<file path="config.mk">
export PLATFORM = sky130hd
export DESIGN_NAME = mips_multicycle_ctrl_flat
export DESIGN_NICKNAME = d
export VERILOG_FILES = /design/src/rtl/mips_ctrl_pkg.sv /design/src/rtl/mips_multicycle_ctrl_if.sv /design/src/rtl/mips_alu_decode.sv /design/src/rtl/mips_multicycle_ctrl.sv /design/src/flat_wrapper.sv
export SDC_FILE = /design/constraint.sdc
export NUM_CORES = 1
export LEC_CHECK = 0
export ABC_CLOCK_PERIOD_IN_PS = 1800
export BUFFER_PORTS_ARGS = -buffer_cell sky130_fd_sc_hd__buf_2
export CAP_MARGIN = 20
export CORE_AREA = 2 2 79 81
export DETAILED_ROUTE_END_ITERATION = 10
export DIE_AREA = 0 0 81 83
export HOLD_SLACK_MARGIN = 0.1
export SKIP_LAST_GASP = 1
export SYNTH_ARGS = -nofsm -noshare
export SYNTH_HDL_FRONTEND = slang
export SYNTH_HIERARCHICAL = 1
export SYNTH_SLANG_ARGS = --single-unit
</file>
<file path="constraint.sdc">
create_clock -name clock -period 1.8 [get_ports clock]
set_input_delay 0.27 -clock clock [delete_from_list [all_inputs] [get_ports clock]]
set_output_delay 0.27 -clock clock [all_outputs]
set_load 0.02 [all_outputs]
</file>
<file path="src/rtl/mips_ctrl_pkg.sv">
// Shared encodings for the MIPS multicycle controller: FSM states, opcodes,
// funcodes, ALU operations and datapath mux selects.
package mips_ctrl_pkg;

    typedef enum logic [3:0] {
        S_FETCH    = 4'd0,
        S_DECODE   = 4'd1,
        S_MEM_ADDR = 4'd2,
        S_MEM_RD   = 4'd3,
        S_MEM_WB   = 4'd4,
        S_MEM_WR   = 4'd5,
        S_EXEC_R   = 4'd6,
        S_WB_R     = 4'd7,
        S_EXEC_I   = 4'd8,
        S_WB_I     = 4'd9,
        S_BRANCH   = 4'd10,
        S_JUMP     = 4'd11
    } state_t;

    localparam logic [5:0] OP_RTYPE = 6'b000000;
    localparam logic [5:0] OP_LW    = 6'b100011;
    localparam logic [5:0] OP_SW    = 6'b101011;
    localparam logic [5:0] OP_ADDI  = 6'b001000;
    localparam logic [5:0] OP_BEQ   = 6'b000100;
    localparam logic [5:0] OP_J     = 6'b000010;

    localparam logic [5:0] FN_ADD = 6'b100000;
    localparam logic [5:0] FN_SUB = 6'b100010;
    localparam logic [5:0] FN_AND = 6'b100100;
    localparam logic [5:0] FN_OR  = 6'b100101;
    localparam logic [5:0] FN_SLT = 6'b101010;

    // Also consumed by alu_32bit
    localparam logic [2:0] ALU_ADD = 3'b010;
    localparam logic [2:0] ALU_SUB = 3'b110;
    localparam logic [2:0] ALU_AND = 3'b000;
    localparam logic [2:0] ALU_OR  = 3'b001;
    localparam logic [2:0] ALU_SLT = 3'b111;

    localparam logic [1:0] SRC_B_RT     = 2'b00;
    localparam logic [1:0] SRC_B_FOUR   = 2'b01;
    localparam logic [1:0] SRC_B_IMM    = 2'b10;
    localparam logic [1:0] SRC_B_IMM_SH = 2'b11;

    localparam logic [1:0] PC_SRC_ALU    = 2'b00;
    localparam logic [1:0] PC_SRC_ALUOUT = 2'b01;
    localparam logic [1:0] PC_SRC_JUMP   = 2'b10;

endpackage

</file>
<file path="src/rtl/mips_multicycle_ctrl_if.sv">
// Controller <-> datapath/memory bundle: decoded instruction fields and
// status in, mux selects and strobes out.
interface mips_multicycle_ctrl_if;
    logic [5:0] opcode;
    logic [5:0] funcode;
    logic       zero;
    logic       mem_ready;
    logic       pc_write;
    logic       pc_write_cond;
    logic [1:0] pc_source;
    logic       i_or_d;
    logic       mem_read;
    logic       mem_write;
    logic       ir_write;
    logic       reg_dst;
    logic       mem_to_reg;
    logic       reg_write;
    logic       alu_src_a;
    logic [1:0] alu_src_b;
    logic [2:0] alu_op;

    // zero only qualifies pc_write_cond inside the datapath
    modport master (
        input  opcode, funcode, mem_ready,
        output pc_write, pc_write_cond, pc_source, i_or_d, mem_read, mem_write,
               ir_write, reg_dst, mem_to_reg, reg_write, alu_src_a, alu_src_b, alu_op
    );

    modport slave (
        output opcode, funcode, zero, mem_ready,
        input  pc_write, pc_write_cond, pc_source, i_or_d, mem_read, mem_write,
               ir_write, reg_dst, mem_to_reg, reg_write, alu_src_a, alu_src_b, alu_op
    );
endinterface

</file>
<file path="src/rtl/mips_alu_decode.sv">
// R-type funcode to ALU operation map with a legality flag; shared with the
// single-cycle control path.
module mips_alu_decode
    import mips_ctrl_pkg::*;
(
    input  logic [5:0] funcode,
    output logic [2:0] alu_op,
    output logic       legal
);
    always_comb begin
        alu_op = ALU_ADD;
        legal  = 1'b1;
        case (funcode)
            FN_ADD:  alu_op = ALU_ADD;
            FN_SUB:  alu_op = ALU_SUB;
            FN_AND:  alu_op = ALU_AND;
            FN_OR:   alu_op = ALU_OR;
            FN_SLT:  alu_op = ALU_SLT;
            default: legal  = 1'b0;
        endcase
    end
endmodule

</file>
<file path="src/rtl/mips_multicycle_ctrl.sv">
// Moore multicycle sequencer for the MIPS core: per-instruction FSM driving the
// shared datapath and unified memory port, plus a retired-instruction counter.
module mips_multicycle_ctrl
    import mips_ctrl_pkg::*;
#(
    parameter int unsigned CNT_W = 32
) (
    input  logic                 clock,
    input  logic                 reset,
    mips_multicycle_ctrl_if.master bus,
    output logic [3:0]           state,
    output logic                 illegal,
    output logic [CNT_W-1:0]     retired
);
    state_t     cur;
    state_t     dec_next;
    logic [2:0] r_alu_op;
    logic       funct_ok;
    logic       op_legal;
    logic       retire;

    mips_alu_decode u_alu_decode (
        .funcode (bus.funcode),
        .alu_op  (r_alu_op),
        .legal   (funct_ok)
    );

    always_comb begin
        op_legal = 1'b1;
        dec_next = S_FETCH;
        case (bus.opcode)
            OP_LW, OP_SW: dec_next = S_MEM_ADDR;
            OP_RTYPE: begin
                dec_next = S_EXEC_R;
                op_legal = funct_ok;
            end
            OP_ADDI:  dec_next = S_EXEC_I;
            OP_BEQ:   dec_next = S_BRANCH;
            OP_J:     dec_next = S_JUMP;
            default:  op_legal = 1'b0;
        endcase
    end

    assign retire = (cur inside {S_MEM_WB, S_WB_R, S_WB_I, S_BRANCH, S_JUMP}) ||
                    (cur == S_MEM_WR && bus.mem_ready);

    always_ff @(posedge clock or negedge reset) begin
        if (!reset) begin
            cur     <= S_FETCH;
            retired <= '0;
        end else begin
            if (retire) retired <= retired + CNT_W'(1);
            case (cur)
                S_FETCH:    if (bus.mem_ready) cur <= S_DECODE;
                S_DECODE:   cur <= op_legal ? dec_next : S_FETCH;
                S_MEM_ADDR: cur <= (bus.opcode == OP_SW) ? S_MEM_WR : S_MEM_RD;
                S_MEM_RD:   if (bus.mem_ready) cur <= S_MEM_WB;
                S_MEM_WR:   if (bus.mem_ready) cur <= S_FETCH;
                S_EXEC_R:   cur <= S_WB_R;
                S_EXEC_I:   cur <= S_WB_I;
                default:    cur <= S_FETCH;
            endcase
        end
    end

    assign state = cur;

    always_comb begin
        bus.pc_write      = 1'b0;
        bus.pc_write_cond = 1'b0;
        bus.pc_source     = PC_SRC_ALU;
        bus.i_or_d        = 1'b0;
        bus.mem_read      = 1'b0;
        bus.mem_write     = 1'b0;
        bus.ir_write      = 1'b0;
        bus.reg_dst       = 1'b0;
        bus.mem_to_reg    = 1'b0;
        bus.reg_write     = 1'b0;
        bus.alu_src_a     = 1'b0;
        bus.alu_src_b     = SRC_B_RT;
        bus.alu_op        = ALU_AND;
        illegal           = 1'b0;
        case (cur)
            S_FETCH: begin
                bus.mem_read  = 1'b1;
                bus.alu_src_b = SRC_B_FOUR;
                bus.alu_op    = ALU_ADD;
                bus.ir_write  = bus.mem_ready;
                bus.pc_write  = bus.mem_ready;
            end
            S_DECODE: begin
                bus.alu_src_b = SRC_B_IMM_SH;
                bus.alu_op    = ALU_ADD;
                illegal       = !op_legal;
            end
            S_MEM_ADDR, S_EXEC_I: begin
                bus.alu_src_a = 1'b1;
                bus.alu_src_b = SRC_B_IMM;
                bus.alu_op    = ALU_ADD;
            end
            S_MEM_RD: begin
                bus.mem_read = 1'b1;
                bus.i_or_d   = 1'b1;
            end
            S_MEM_WB: begin
                bus.reg_write  = 1'b1;
                bus.mem_to_reg = 1'b1;
            end
            S_MEM_WR: begin
                bus.mem_write = 1'b1;
                bus.i_or_d    = 1'b1;
            end
            S_EXEC_R: begin
                bus.alu_src_a = 1'b1;
                bus.alu_op    = r_alu_op;
            end
            S_WB_R: begin
                bus.reg_write = 1'b1;
                bus.reg_dst   = 1'b1;
            end
            S_WB_I: bus.reg_write = 1'b1;
            S_BRANCH: begin
                bus.alu_src_a     = 1'b1;
                bus.alu_op        = ALU_SUB;
                bus.pc_write_cond = 1'b1;
                bus.pc_source     = PC_SRC_ALUOUT;
            end
            S_JUMP: begin
                bus.pc_write  = 1'b1;
                bus.pc_source = PC_SRC_JUMP;
            end
            default: ;
        endcase
        // Asynchronous reset must kill strobes at once, even mid-cycle
        if (!reset) begin
            bus.pc_write      = 1'b0;
            bus.pc_write_cond = 1'b0;
            bus.ir_write      = 1'b0;
            bus.mem_read      = 1'b0;
            bus.mem_write     = 1'b0;
            bus.reg_write     = 1'b0;
            illegal           = 1'b0;
        end
    end
endmodule

</file>
<file path="src/flat_wrapper.sv">
// flat-port wrapper written by rule: the top's interface ports become plain ports
module mips_multicycle_ctrl_flat import mips_ctrl_pkg::*;
#(
    parameter int unsigned CNT_W = 32
)
  (clock, reset, state, illegal, retired, bus_opcode, bus_funcode, bus_mem_ready, bus_pc_write, bus_pc_write_cond, bus_pc_source, bus_i_or_d, bus_mem_read, bus_mem_write, bus_ir_write, bus_reg_dst, bus_mem_to_reg, bus_reg_write, bus_alu_src_a, bus_alu_src_b, bus_alu_op);
  mips_multicycle_ctrl_if bus_i ();
  input  logic clock;
  input  logic reset;
  output logic [3:0] state;
  output logic illegal;
  output logic [CNT_W-1:0] retired;
  input wire logic [$bits(bus_i.opcode)-1:0] bus_opcode;
  input wire logic [$bits(bus_i.funcode)-1:0] bus_funcode;
  input wire logic [$bits(bus_i.mem_ready)-1:0] bus_mem_ready;
  output wire logic [$bits(bus_i.pc_write)-1:0] bus_pc_write;
  output wire logic [$bits(bus_i.pc_write_cond)-1:0] bus_pc_write_cond;
  output wire logic [$bits(bus_i.pc_source)-1:0] bus_pc_source;
  output wire logic [$bits(bus_i.i_or_d)-1:0] bus_i_or_d;
  output wire logic [$bits(bus_i.mem_read)-1:0] bus_mem_read;
  output wire logic [$bits(bus_i.mem_write)-1:0] bus_mem_write;
  output wire logic [$bits(bus_i.ir_write)-1:0] bus_ir_write;
  output wire logic [$bits(bus_i.reg_dst)-1:0] bus_reg_dst;
  output wire logic [$bits(bus_i.mem_to_reg)-1:0] bus_mem_to_reg;
  output wire logic [$bits(bus_i.reg_write)-1:0] bus_reg_write;
  output wire logic [$bits(bus_i.alu_src_a)-1:0] bus_alu_src_a;
  output wire logic [$bits(bus_i.alu_src_b)-1:0] bus_alu_src_b;
  output wire logic [$bits(bus_i.alu_op)-1:0] bus_alu_op;
  assign bus_i.opcode = bus_opcode;
  assign bus_i.funcode = bus_funcode;
  assign bus_i.mem_ready = bus_mem_ready;
  assign bus_pc_write = bus_i.pc_write;
  assign bus_pc_write_cond = bus_i.pc_write_cond;
  assign bus_pc_source = bus_i.pc_source;
  assign bus_i_or_d = bus_i.i_or_d;
  assign bus_mem_read = bus_i.mem_read;
  assign bus_mem_write = bus_i.mem_write;
  assign bus_ir_write = bus_i.ir_write;
  assign bus_reg_dst = bus_i.reg_dst;
  assign bus_mem_to_reg = bus_i.mem_to_reg;
  assign bus_reg_write = bus_i.reg_write;
  assign bus_alu_src_a = bus_i.alu_src_a;
  assign bus_alu_src_b = bus_i.alu_src_b;
  assign bus_alu_op = bus_i.alu_op;
  mips_multicycle_ctrl #(.CNT_W(CNT_W)) u_core (.clock(clock), .reset(reset), .bus(bus_i), .state(state), .illegal(illegal), .retired(retired));
endmodule
</file>
==> flow_summary_export.csv, run 1 <==
group,metric,value,unit
floorplanning,num_rows,28,
cells_and_area,drive_gt1_share,38.92,%
setup_path,timing.rr.end,"u_core/retired[8]$_DFFE_PN0P_",
synth,synth.avg_cell_area,9.642,um2
setup_path,crit_required,1.53,ns
global_route,antenna_found_initial,0,
flow_run,drv_cap,0,
detailed_routing,drt_iter0_markers,120,
detailed_routing,drt_first_pass_iters,4,
hold_path,hold_class,"in -> reg",
placement,post-dp-hpwl,4385,um
synth,synthDistinctLibCells,46,
pwr,p_per_area,737.4,mW/mm2
synth,ys_warn_count,6,
cells_and_area,final_nets,349,
floorplanning,die_area,0.006723,mm2
synth,synth_top_area_share,39.26,%
cts,cts_tree,"built",
cts,htreeDepth,2,
global_route,grt_pass1_vias,2043,
cts,clk_latency,0.30,ns
cts,ctsLongestPathBuffers,2,
setup_path,rrSetupSlack,0.10,ns
pwr,leakage,1.463,nW
global_route,grt_max_degree,22,
timing,maxSlewHeadroom,65.15,%
timing,period_share,97.62,%
synth,netlist_area,0.002295,mm2
timing,tightest_slew,0.5180,ns
cells_and_area,instances_no_fill,409,
synth,yosysTopAreaCell,"dfrtp_1",
hold_path,holdPathEnd,"u_core/state[2]$_DFFE_PN0P_",
setup_path,crit_path_end_kind,"primary output",
cts,clockRootBuffer,"clkbuf_8",
pwr,ir_drop,0.0004650,V
timing,layout_setup_ws,0.04282,ns
timing,fmax,569.1,MHz
status,status,"complete, no violations",
placement,io_buffers,68,
synth,synth_area_leaders,"dfrtp_1 39%, xnor2_1 12%, nand4_1 7.4%",
detailed_routing,drtAntennaViolNets,0,
global_route,grt_pass1_wl,9901,um
setup_path,critPathKind,"reg -> out",
timing,rsz0062_at_grt,"yes",
setup_path,startpoint_type,"flip-flop",
synth,postSynthCellCount,238,
placement,placed_area,0.002849,mm2
timing,layout_min_cycle_time,1.757,ns
synth,synth_seq_cells,36,
setup_path,cp.arrival,1.49,ns
synth,syn_nets,254,
cells_and_area,num_antenna_cells,0,
setup_path,crit_path_max_fanout,13,
global_route,grt.total_usage,18.50,%
cells_and_area,finish.utilization,52.99,%
detailed_routing,wire_per_inst,14.53,um
detailed_routing,vias,2163,
detailed_routing,routed_wirelength,5942,um
floorplanning,die_x,81,um
timing,setup_violations,0,
cells_and_area,fin_area,0.003082,mm2
timing,fin_hold_ws,0.3763,ns
detailed_routing,via_per_inst,5.289,
hold_path,hp-start,"bus_opcode[0]",
hold_path,hold_depth,3,
setup_path,r2r_start,"u_core/state[1]$_DFFE_PN0P_",
floorplanning,initial_core_util,39.46,%
cells_and_area,syn2layout_area_growth,34.30,%
setup_path,ff2ff_path_depth,6,
timing,tns,0,ns
placement,gp_congestion,0.8432,
timing,hold_viol,0,
global_route,gr-total-overflow,0,
timing,skew,0.01074,ns
detailed_routing,drcViolationCount,0,
pwr,power,2.272,mW
cells_and_area,final_common_cell,"buf_2",
cts,clk_pin_slew,0.07,ns
floorplanning,ios,69,
floorplanning,die_h,83,um
setup_path,slowest_delay,0.36,ns
floorplanning,core-area,0.005816,mm2
placement,dpl_worst_slack,0.1350,ns
cts,cts_made_buffers,5,
placement,place_inst,393,
setup_path,crit_slowest_cell,"dfrtp_1",
synth,yosysSeqAreaShare,39.26,%
setup_path,cp_cell_sequence,"buf_6 > nand2b_4 > nand2_2 > o22ai_1 > and2_1 > buf_2",
cts,clock-sinks,36,
cells_and_area,mostFrequentLayoutCells,"64 x buf_2, 34 x dfrtp_1, 31 x xnor2_1",
timing,maxSlewViolCount,0,
## power by group
group	internal [mW]	total, mW	switching, mW
Clock	0.270	0.582	0.313
Sequential	0.857	0.943	0.0862
Combinational	0.298	0.747	0.449
## synth_stat cells, drive strengths merged
master    n
mux2      2
nand2b    7
nor2     19
o22ai     3
o211ai    1
a41o      2
and3      9
xor2      2
a21boi    1
a32oi     1
o21bai    1
nor3     11
a211oi    1
buf       4
nand3    11
and4      1
nor2b     2
nand4b    1
a22oi     1
a31oi     1
o21ai     4
o21a      1
ha        1
nand4    29
or4b      1
xnor2    31
nand2    18
a21oi     6
o32ai     1
or3       2
clkbuf    5
inv       5
nand4bb   2
a31o      1
nor4b     2
dfrtp    36
nor3b     1
nor4      7
and2      4
## registers in the layout, indices dropped and copies added (netlist names)
signal	count
u_core/retired	32
u_core/state	4
## cells by family after synthesis
group / synth area share (%)
DFF: 39.26
AOI/OAI and AO/OA: 8.071
xor gates and xnor gates: 12.60
buffers and inverters: 3.326
adders and majority gates: 0.5452
and+or+nand+nor: 35.22
muxes: 0.9814
## worst max-delay path, delay by kind of cell, from the launching register on
kind / cells / cell delay, ns
buffers and inverters: 2 / 0.33
AND/OR/NAND/NOR: 3 / 0.38
AO/OA/AOI/OAI: 1 / 0.13
flip-flops: 1 / 0.36
## per-layer routing
metal	up-vias	track usage, %	wire length, um
li1	1068	-	-
met1	1047	26.18	2810
met2	40	29.30	2840
met3	8	3.370	233
met4	0	4.160	58
met5	-	0	0
## how the worst max path moves through the flow
stage                                 from                to  slack [ns]  cells past startpoint
2_1_floorplan  u_core/state[1]$_DFFE_PN0P_  bus_alu_src_b[1]        0.03                      5
3_3_place_gp                bus_funcode[4]     bus_alu_op[1]        0.14                      6
3_5_place_dp                bus_funcode[4]     bus_alu_op[1]        0.14                      6
4_1_cts        u_core/state[1]$_DFFE_PN0P_      bus_pc_write       0.005                      6
5_1_grt        u_core/state[1]$_DFFE_PN0P_  bus_alu_src_b[1]       -0.02                      6
6_report       u_core/state[1]$_DFFE_PN0P_     bus_reg_write        0.04                      6
## final cells by class
| type | count | area, um2 |
|---|---|---|
| Clock buffer | 5 | 68.82 |
| Fill cell | 589 | 2734 |
| Timing Repair Buffer | 97 | 609.3 |
| Tap cell | 75 | 93.84 |
| Clock inverter | 3 | 18.77 |
| Multi-Input combinational cell | 188 | 1369 |
| Inverter | 5 | 18.77 |
| Sequential cell | 36 | 903.4 |
## what timing repair did
item	in CTS	in global routing
endpoints found under the setup margin	9	9
hold buffers	1	0
pin swaps	0	3
endpoints found under the hold margin	36	0
buffers inserted	2	5
resized for setup	12	13
Power figures use the tool's default switching activity.
==> run 2: changes to the inputs <==
--- a/config.mk
+++ b/config.mk
@@ -8,11 +8,10 @@
 export ABC_CLOCK_PERIOD_IN_PS = 1800
 export BUFFER_PORTS_ARGS = -buffer_cell sky130_fd_sc_hd__buf_2
 export CAP_MARGIN = 20
-export CORE_AREA = 2 2 79 81
+export CORE_AREA = 2 2 94 69
 export DETAILED_ROUTE_END_ITERATION = 10
-export DIE_AREA = 0 0 81 83
+export DIE_AREA = 0 0 96 71
 export HOLD_SLACK_MARGIN = 0.1
-export SKIP_LAST_GASP = 1
 export SYNTH_ARGS = -nofsm -noshare
 export SYNTH_HDL_FRONTEND = slang
 export SYNTH_HIERARCHICAL = 1
==> run 2 against run 1 <==
Fmax is 1.1% higher. Worst hold slack worse by 0.029 ns. Global-route usage fell by 0.57 points. Wire length is essentially flat. Worst setup slack better by 0.019 ns. Clock-buffer cell count grew 2. Clock power is 5.3% higher. Register-to-register slack improved by 0.04 ns. Via count rose by 1.3%. Critical path type unchanged. Largest cell class unchanged. Largest power group unchanged.
==> flow_summary_export.csv, run 2 (synthesis results as in run 1) <==
group,metric,value,unit
setup_path,rrSetupSlack,0.14,ns
floorplanning,ios,69,
setup_path,slowest_delay,0.50,ns
placement,gp_congestion,0.8721,
timing,maxSlewViolCount,0,
status,status,"complete, no violations",
setup_path,crit_path_max_fanout,8,
detailed_routing,drcViolationCount,0,
floorplanning,core-area,0.005976,mm2
hold_path,hold_class,"in -> async",
cells_and_area,syn2layout_area_growth,34.90,%
timing,period_share,96.57,%
detailed_routing,wire_per_inst,14.43,um
global_route,grt_max_degree,36,
cts,clk_pin_slew,0.07,ns
detailed_routing,drtAntennaViolNets,0,
timing,maxSlewHeadroom,68.40,%
cells_and_area,top_register,"u_core/retired",
detailed_routing,via_per_inst,5.320,
setup_path,r2r_start,"u_core/retired[10]$_DFFE_PN0P_",
placement,placed_area,0.002853,mm2
timing,layout_min_cycle_time,1.738,ns
cells_and_area,num_antenna_cells,0,
setup_path,critPathKind,"reg -> out",
detailed_routing,wl_met1,3044,um
placement,io_buffers,68,
cells_and_area,largest_register_ffs,32,
cts,cts_made_buffers,5,
floorplanning,die_area,0.006816,mm2
cts,clk_latency,0.28,ns
cells_and_area,fill_cells,561,
cells_and_area,finish.utilization,51.80,%
detailed_routing,routed_wirelength,5947,um
timing,fmax,575.3,MHz
detailed_routing,vias,2192,
global_route,grt_pass1_vias,1933,
global_route,grt_pass1_wl,9563,um
pwr,power,2.338,mW
setup_path,ff2ff_path_depth,4,
detailed_routing,drt_iter0_markers,151,
global_route,antenna_found_initial,0,
pwr,leakage,1.474,nW
global_route,gr-total-overflow,0,
timing,tightest_slew,0.4697,ns
setup_path,critical-path-top-delay-family,"flip-flops",
floorplanning,die_h,71,um
detailed_routing,drt_first_pass_iters,7,
detailed_routing,met2_length,2495,um
timing,skew,0.004970,ns
setup_path,critPathBufInv,2,
cells_and_area,final_common_cell,"buf_2",
cells_and_area,fin_area,0.003095,mm2
setup_path,startpoint_type,"flip-flop",
pwr,ir_drop,0.0003947,V
setup_path,timing.rr.end,"u_core/retired[31]$_DFFE_PN0P_",
setup_path,cp.arrival,1.47,ns
detailed_routing,top_layer_used,"met4",
floorplanning,die_x,96,um
detailed_routing,met3_length,363,um
floorplanning,num_rows,24,
cts,htreeDepth,2,
timing,hold_viol,0,
pwr,p_per_area,755.3,mW/mm2
placement,post-dp-hpwl,4372,um
setup_path,crit_path_end_kind,"primary output",
cells_and_area,drive_gt1_share,39.22,%
cts,ctsLongestPathBuffers,2,
setup_path,crit_required,1.53,ns
cells_and_area,final_nets,350,
setup_path,cp_cell_sequence,"nor2b_4 > buf_4 > a21oi_1 > o22ai_1 > buf_2",
flow_run,drv_cap,0,
cts,clock-sinks,36,
cts,clockRootBuffer,"clkbuf_8",
floorplanning,initial_core_util,38.40,%
cells_and_area,mostFrequentLayoutCells,"64 x buf_2, 32 x dfrtp_1, 31 x buf_4, 31 x xnor2_1, 27 x nand4_1",
setup_path,crit_slowest_cell,"dfrtp_2",
timing,setup_violations,0,
global_route,grt.total_usage,17.93,%
cts,cts_tree,"built",
==> run 2: changes by cell type in the layout (fill, tap and decap cells not counted), moves of 2 or more <==
cell | before | now
dfrtp_2 | 2 | 4
buf_4 | 26 | 31
clkinv_2 | 2 | 0
buf_8 | 2 | 0
clkbuf_8 | 5 | 7
dfrtp_1 | 34 | 32
buf_6 | 3 | 1
==> run 2: report_power, final <==
part / internal [mW] / total [mW] / leakage [nW] / switching (mW)
Combinational: 0.311 / 0.753 / 0.934 / 0.442
Clock: 0.341 / 0.613 / 0.0503 / 0.272
Sequential: 0.858 / 0.972 / 0.490 / 0.114
Total: 1.51 / 2.34 / 1.47 / 0.828
==> run 2: layout make-up <==
cell class / count / area [um2] / share of cell area, %
multi-input combinational: 188 / 1383 / 44.66
tap: 78 / 97.59 / 3.153
clock buffer: 7 / 96.34 / 3.112
timing repair buffer: 98 / 594.3 / 19.20
inverter: 5 / 18.77 / 0.6063
sequential: 36 / 905.9 / 29.26
==> run 2: stage by stage <==
stage               hold WS, ns  cells  setup TNS [ns]  setup WS [ns]
global placement        0.09330    396               0         0.1409
detailed placement      0.09003    396               0         0.1254
finish                   0.3476    412               0        0.06174
CTS                      0.3584    406        -0.01155       -0.01155
global route             0.3624    412        -0.01888       -0.01530
floorplan              -0.02559    238               0        0.03286
==> run 2: worst max-delay path by stage <==
stage	depth (start not counted)	slack [ns]	from	endpoint
after floorplan	5	0.03	u_core/state[1]$_DFFE_PN0P_	bus_alu_src_b[1]
after global placement	6	0.14	bus_funcode[4]	bus_alu_op[1]
after detailed placement	4	0.13	u_core/state[1]$_DFFE_PN0P_	u_core/retired[1]$_DFFE_PN0P_
after CTS	5	-0.01	u_core/state[0]$_DFFE_PN0P_	bus_pc_write
after global routing	5	-0.02	u_core/state[3]$_DFFE_PN0P_	bus_alu_op[2]
final	5	0.06	u_core/state[0]$_DFFE_PN0P_	bus_alu_op[1]
==> run 2: routing by layer <==
layer  vias up  track usage, %
met5         -               0
met4         0           4.286
met3         5           3.514
met2        78           24.15
met1      1037           29.07
li1       1072               -
==> run 2: worst reg2reg max path: stages, from the launching register on <==
cell and delay, ns:
dfrtp_1 0.47, nand4_4 0.21, nor4_4 0.50, nand4_1 0.20, xnor2_1 0.17
==> run 2: what timing repair did <==
action | 4_1_cts | 5_1_grt
pin swaps | 0 | 2
resized for setup | 8 | 15
endpoints found under the setup margin | 9 | 9
endpoints found under the hold margin | 1 | 0
setup buffers | 2 | 6
hold buffers | 1 | 0
